### src/rtl/ceyloniac_ctrl_pkg.sv
// Shared definitions for the Ceyloniac multi-cycle controller:
// opcodes, state encodings, datapath select codes and the control word layout.
package ceyloniac_ctrl_pkg;

  localparam logic [5:0] OP_RTYPE = 6'b000000;
  localparam logic [5:0] OP_LW    = 6'b100011;
  localparam logic [5:0] OP_SW    = 6'b101011;
  localparam logic [5:0] OP_BEQ   = 6'b000100;
  localparam logic [5:0] OP_J     = 6'b000010;
  localparam logic [5:0] OP_ADDI  = 6'b001000;

  typedef enum logic [3:0] {
    S_FETCH  = 4'd0,
    S_DECODE = 4'd1,
    S_MEMADR = 4'd2,
    S_MEMRD  = 4'd3,
    S_MEMWB  = 4'd4,
    S_MEMWR  = 4'd5,
    S_EXEC   = 4'd6,
    S_ALUWB  = 4'd7,
    S_BRANCH = 4'd8,
    S_JUMP   = 4'd9,
    S_ADDIEX = 4'd10,
    S_ADDIWB = 4'd11
  } state_t;

  localparam logic [1:0] ALU_ADD   = 2'b00;
  localparam logic [1:0] ALU_SUB   = 2'b01;
  localparam logic [1:0] ALU_FUNCT = 2'b10;

  localparam logic [1:0] SRCB_REG      = 2'b00;
  localparam logic [1:0] SRCB_FOUR     = 2'b01;
  localparam logic [1:0] SRCB_IMM      = 2'b10;
  localparam logic [1:0] SRCB_IMM_SHL2 = 2'b11;

  localparam logic [1:0] PC_SRC_ALU    = 2'b00;
  localparam logic [1:0] PC_SRC_ALUOUT = 2'b01;
  localparam logic [1:0] PC_SRC_JUMP   = 2'b10;

  // fetch_latch marks the state where ir_write and pc_write fire together
  // once memory delivers the instruction; pc_write is the unconditional load.
  typedef struct packed {
    logic       fetch_latch;
    logic       pc_write;
    logic       pc_write_cond;
    logic       i_or_d;
    logic       mem_read;
    logic       mem_write;
    logic       mem_to_reg;
    logic       reg_dst;
    logic       reg_write;
    logic       alu_src_a;
    logic [1:0] alu_src_b;
    logic [1:0] alu_op;
    logic [1:0] pc_source;
  } ctrl_word_t;

  localparam int CTRL_WORD_W = 16;

  function automatic logic opcode_supported(input logic [5:0] op);
    case (op)
      OP_RTYPE, OP_LW, OP_SW, OP_BEQ, OP_J, OP_ADDI: opcode_supported = 1'b1;
      default:                                       opcode_supported = 1'b0;
    endcase
  endfunction

endpackage

### src/rtl/ceyloniac_ctrl_decode.sv
// Pure state -> control word decode for the Ceyloniac controller.
// Handshake and reset gating are applied by the top level.
module ceyloniac_ctrl_decode
  import ceyloniac_ctrl_pkg::*;
(
  input  logic [3:0]             state,
  output logic [CTRL_WORD_W-1:0] ctrl_word
);

  ctrl_word_t w;

  // Moore decode: each state drives its fixed datapath selects and strobes
  always_comb begin
    w = '0;
    case (state)
      S_FETCH: begin
        w.mem_read    = 1'b1;
        w.fetch_latch = 1'b1;
        w.alu_src_b   = SRCB_FOUR;
        w.alu_op      = ALU_ADD;
        w.pc_source   = PC_SRC_ALU;
      end
      S_DECODE: begin
        w.alu_src_b = SRCB_IMM_SHL2;
        w.alu_op    = ALU_ADD;
      end
      S_MEMADR, S_ADDIEX: begin
        w.alu_src_a = 1'b1;
        w.alu_src_b = SRCB_IMM;
        w.alu_op    = ALU_ADD;
      end
      S_MEMRD: begin
        w.mem_read = 1'b1;
        w.i_or_d   = 1'b1;
      end
      S_MEMWB: begin
        w.reg_write  = 1'b1;
        w.mem_to_reg = 1'b1;
      end
      S_MEMWR: begin
        w.mem_write = 1'b1;
        w.i_or_d    = 1'b1;
      end
      S_EXEC: begin
        w.alu_src_a = 1'b1;
        w.alu_src_b = SRCB_REG;
        w.alu_op    = ALU_FUNCT;
      end
      S_ALUWB: begin
        w.reg_write = 1'b1;
        w.reg_dst   = 1'b1;
      end
      S_BRANCH: begin
        w.alu_src_a     = 1'b1;
        w.alu_src_b     = SRCB_REG;
        w.alu_op        = ALU_SUB;
        w.pc_write_cond = 1'b1;
        w.pc_source     = PC_SRC_ALUOUT;
      end
      S_JUMP: begin
        w.pc_write  = 1'b1;
        w.pc_source = PC_SRC_JUMP;
      end
      S_ADDIWB: begin
        w.reg_write = 1'b1;
      end
      default: w = '0;
    endcase
  end

  assign ctrl_word = w;

endmodule

### src/rtl/ceyloniac_control_unit.sv
// Multi-cycle main controller for the Ceyloniac MIPS-style core.
// Holds the state register, picks the next state from the opcode and the
// memory handshake, and gates the decoded control word with reset.
module ceyloniac_control_unit #(
  parameter int OPCODE_WIDTH = 6,
  parameter int STATE_WIDTH  = 4
) (
  input  logic                    clk,
  input  logic                    reset,
  input  logic [OPCODE_WIDTH-1:0] opcode,
  input  logic                    mem_ready,
  output logic                    ir_write,
  output logic                    pc_write,
  output logic                    pc_write_cond,
  output logic                    i_or_d,
  output logic                    mem_read,
  output logic                    mem_write,
  output logic                    mem_to_reg,
  output logic                    reg_dst,
  output logic                    reg_write,
  output logic                    alu_src_a,
  output logic [1:0]              alu_src_b,
  output logic [1:0]              alu_op,
  output logic [1:0]              pc_source,
  output logic                    illegal_opcode,
  output logic [STATE_WIDTH-1:0]  state
);

  import ceyloniac_ctrl_pkg::*;

  logic [3:0] state_q;
  state_t     next_state;
  logic       is_store_q;
  ctrl_word_t word;
  logic       run;

  ceyloniac_ctrl_decode u_decode (
    .state     (state_q),
    .ctrl_word (word)
  );

  // State register; the load/store choice is captured while decoding so later opcode changes are ignored
  always_ff @(posedge clk or posedge reset) begin
    if (reset) begin
      state_q    <= S_FETCH;
      is_store_q <= 1'b0;
    end else begin
      state_q <= next_state;
      if (state_q == S_DECODE) is_store_q <= (opcode == OP_SW);
    end
  end

  // Next-state selection; memory states wait on mem_ready, unused codes fall back to FETCH
  always_comb begin
    next_state = S_FETCH;
    case (state_q)
      S_FETCH:  next_state = mem_ready ? S_DECODE : S_FETCH;
      S_DECODE: begin
        case (opcode)
          OP_LW, OP_SW: next_state = S_MEMADR;
          OP_RTYPE:     next_state = S_EXEC;
          OP_BEQ:       next_state = S_BRANCH;
          OP_J:         next_state = S_JUMP;
          OP_ADDI:      next_state = S_ADDIEX;
          default:      next_state = S_FETCH;
        endcase
      end
      S_MEMADR: next_state = is_store_q ? S_MEMWR : S_MEMRD;
      S_MEMRD:  next_state = mem_ready ? S_MEMWB : S_MEMRD;
      S_MEMWR:  next_state = mem_ready ? S_FETCH : S_MEMWR;
      S_EXEC:   next_state = S_ALUWB;
      S_ADDIEX: next_state = S_ADDIWB;
      default:  next_state = S_FETCH;
    endcase
  end

  assign run = ~reset;

  assign ir_write       = run & word.fetch_latch & mem_ready;
  assign pc_write       = run & (word.pc_write | (word.fetch_latch & mem_ready));
  assign pc_write_cond  = run & word.pc_write_cond;
  assign i_or_d         = run & word.i_or_d;
  assign mem_read       = run & word.mem_read;
  assign mem_write      = run & word.mem_write;
  assign mem_to_reg     = run & word.mem_to_reg;
  assign reg_dst        = run & word.reg_dst;
  assign reg_write      = run & word.reg_write;
  assign alu_src_a      = run & word.alu_src_a;
  assign alu_src_b      = {2{run}} & word.alu_src_b;
  assign alu_op         = {2{run}} & word.alu_op;
  assign pc_source      = {2{run}} & word.pc_source;
  assign illegal_opcode = run & (state_q == S_DECODE) & ~opcode_supported(opcode);
  assign state          = state_q;

endmodule

### config.mk
export PLATFORM = sky130hd
export DESIGN_NAME = ceyloniac_control_unit
export DESIGN_NICKNAME = d
export VERILOG_FILES = /design/src/rtl/ceyloniac_ctrl_pkg.sv /design/src/rtl/ceyloniac_ctrl_decode.sv /design/src/rtl/ceyloniac_control_unit.sv
export SDC_FILE = /design/constraint.sdc
export NUM_CORES = 1
export LEC_CHECK = 0
export ABC_AREA = 1
export BUFFER_PORTS_ARGS = -buffer_cell sky130_fd_sc_hd__buf_2
export CORE_AREA = 3 3 40 42
export CTS_CLUSTER_SIZE = 24
export DETAILED_ROUTE_END_ITERATION = 7
export DIE_AREA = 0 0 43 45
export GPL_TIMING_DRIVEN = 1
export PLACE_DENSITY = 0.79
export SLEW_MARGIN = 20
export SYNTH_ARGS = -nofsm -noshare
export SYNTH_HDL_FRONTEND = slang
export SYNTH_SLANG_ARGS = --single-unit
### constraint.sdc
create_clock -name clk -period 2.9 [get_ports clk]
set_input_delay 0.435 -clock clk [delete_from_list [all_inputs] [get_ports clk]]
set_output_delay 0.435 -clock clk [all_outputs]
set_load 0.05 [all_outputs]
==> impl_metrics.env <==
export IMPL_status="finished clean"
export IMPL_mostFrequentLayoutCells="buf_2 (29), nand2_1 (28), nor2_1 (22)"
export IMPL_use_met1_pct=16.6
export IMPL_synthesis_instances=102
export IMPL_place_gp_congestion=0.801
export IMPL_dp_hpwl_mm=1.10
export IMPL_worstMarginPinSlew_ns=0.257
export IMPL_ir_drop_mv=0.454
export IMPL_dpl_cell_area_sq_um=701
export IMPL_cp_buffers_inverters=2
export IMPL_clkLatencyLatePin_ns=0.24
export IMPL_critical_path_startpoint_type="flop"
export IMPL_cts_sinks=5
export IMPL_numPortBuffers=29
export IMPL_worstHoldPathType="input pin to asynchronous set/reset pin"
export IMPL_cp_end_kind="output port"
export IMPL_grt_setup_unrepaired="false"
export IMPL_relSlewSlack_pct=82.9
export IMPL_dieArea_sq_um=1940
export IMPL_worst_r2r_path_depth=4
export IMPL_grt_first_pass_wirelength_mm=2.19
export IMPL_power_total_uw=664
export IMPL_fin_area_sq_um=727
export IMPL_ant_nets=0
export IMPL_whs_ns=0.225
export IMPL_wl_mm=1.31
export IMPL_p_leak_uw=0.000470
export IMPL_syn_nets=111
export IMPL_postSynthAreaPerCell_sq_um=5.42
export IMPL_slew_violations=0
export IMPL_cts_htree_levels=1
export IMPL_grtUsageMet2_pct=27.2
export IMPL_syn_area_sq_um=553
export IMPL_grt_max_degree=17
export IMPL_instances_no_fill=147
export IMPL_drive_gt1_share_pct=30.3
export IMPL_cp_data_required_time_ns=2.47
export IMPL_timing_rr_start="state[3]$_DFF_PP0_"
export IMPL_place_inst=143
export IMPL_nets=142
export IMPL_synth_cell_types=19
export IMPL_numCtsBuffers=3
export IMPL_cts_repair_resized=0
export IMPL_reg2reg_to="state[2]$_DFF_PP0_"
export IMPL_r2r_setup_slack_ns=1.77
export IMPL_initial_core_util_pct=43.0
export IMPL_final_common_cell="buf_2"
export IMPL_critPathTopFamily="simple AND/OR/NAND/NOR gates"
export IMPL_antenna_found_initial=0
export IMPL_die_h_um=45
export IMPL_timing_max_cap_violations=0
export IMPL_ys_seq_elements=5
export IMPL_seq_area_frac_synth_pct=22.6
export IMPL_clkTransAtPathRegs_ns=0.04
export IMPL_setup_viol=0
export IMPL_ctsHoldBuffers=0
export IMPL_max_freq_ghz=0.500
export IMPL_grt_pass1_vias=563
export IMPL_use_met3_pct=5.18
export IMPL_critPathKind="flop to output port"
export IMPL_slowest_delay_ns=0.42
export IMPL_syn2layout_area_growth_pct=31.4
export IMPL_finalHoldViolations=0
export IMPL_crit_chain="nor2_4 > nand2_1 > nor2_1 > inv_1 > a21oi_1 > buf_2"
export IMPL_dr_pass1_iters=2
export IMPL_track_usage_pct=15.1
export IMPL_core_sq_um=1280
export IMPL_vias=684
export IMPL_slowest_stage="dfrtp_1"
export IMPL_busiest_layer="met2"
export IMPL_avgRoutedWirePerCell_um=8.88
export IMPL_cts_root_buf="clkbuf_4"
export IMPL_worstPathArrival_ns=1.57
export IMPL_tritoncts="built"
export IMPL_critPathMaxFanout=7
export IMPL_clk_path_buf_depth=2
export IMPL_drc_errors=0
export IMPL_rows=13
export IMPL_setup_tns_final_ns=0
export IMPL_drtIter0Drc=8
export IMPL_vias_per_cell=4.65
export IMPL_cts_setup_buffers=0
export IMPL_final_min_clock_period_ns=2.00
export IMPL_p_per_area_nw_per_um2=914
export IMPL_grt_overflow_total=0
export IMPL_fin_crit_sh_pct=69.0
export IMPL_clock_skew_ns=0.00461
export IMPL_fp_dieW_um=43
export IMPL_ys_warn_count=0
export IMPL_ios=30
export IMPL_num_antenna_cells=0
[synth_stat cells]
cell type | instances | area [sq um]
nand2_1 | 28 | 105
buf_2 | 1 | 5.00
inv_1 | 13 | 48.8
nand3_1 | 10 | 50.1
or2_0 | 1 | 6.26
a21oi_1 | 5 | 25.0
o21ai_1 | 1 | 5.00
buf_4 | 1 | 7.51
o21ai_0 | 3 | 15.0
nor2_4 | 2 | 22.5
a31oi_1 | 1 | 6.26
dfrtp_1 | 5 | 125
nor2_1 | 22 | 82.6
inv_2 | 1 | 3.75
nor3_1 | 2 | 10.0
nor2_2 | 2 | 12.5
or2_2 | 1 | 6.26
clkbuf_1 | 1 | 3.75
nand2_2 | 2 | 12.5
[worst register-to-register path, delay by kind of cell, from the launching register on]
family	cells	cell delay, ns
simple gates	4	0.65
flops	1	0.42
[area by class of cell]
type,instances,area [sq um]
well taps,15,18.8
multi-input cells,80,359
clock buffers,4,26.3
inverters,14,52.6
repair buffers,29,145
fillers,139,558
flip-flops and latches,5,125
[routing by layer]
metal	share of wire (%)	vias up
met5	0	-
met4	1.5	0
met3	9.6	4
met2	45	28
met1	44	278
li1	-	374
[sequential cells by signal, summed over array words and instances, names as in the netlist]
register / flops
is_store_q: 1
state: 4
[report_power, final]
group,switching (uW),internal [uW]
clock network,27.0,51.9
registers,27.5,88.2
logic,363,106
total,418,246
[per-stage QoR]
step                      worst slack [ns]  util [%]
after global routing                 0.736      56.6
after floorplan                      0.356         -
after detailed placement              1.15      54.5
final                                0.900      56.6
after global placement                1.14      54.5
after CTS                            0.889      56.6
[worst max-delay path by stage]
stage	startpoint	endpoint	slack, ns	depth (start not counted)
global placement	state[3]$_DFF_PP0_	pc_write	1.14	6
CTS	state[3]$_DFF_PP0_	pc_write	0.89	6
finish	state[3]$_DFF_PP0_	pc_write	0.90	6
detailed placement	state[3]$_DFF_PP0_	pc_write	1.15	6
floorplan	state[3]$_DFF_PP0_	pc_source[0]	0.36	5
global route	state[3]$_DFF_PP0_	pc_write	0.74	6
[cell families (layout without fill, tap and decap cells)]
logic type	Yosys count	count (layout)	synth area share [%]
compound gates	10	10	9.27
buf+inv	17	47	12.4
flops	5	5	22.6
simple gates	70	70	55.7
No activity file was read; power rests on OpenSTA's default activity.
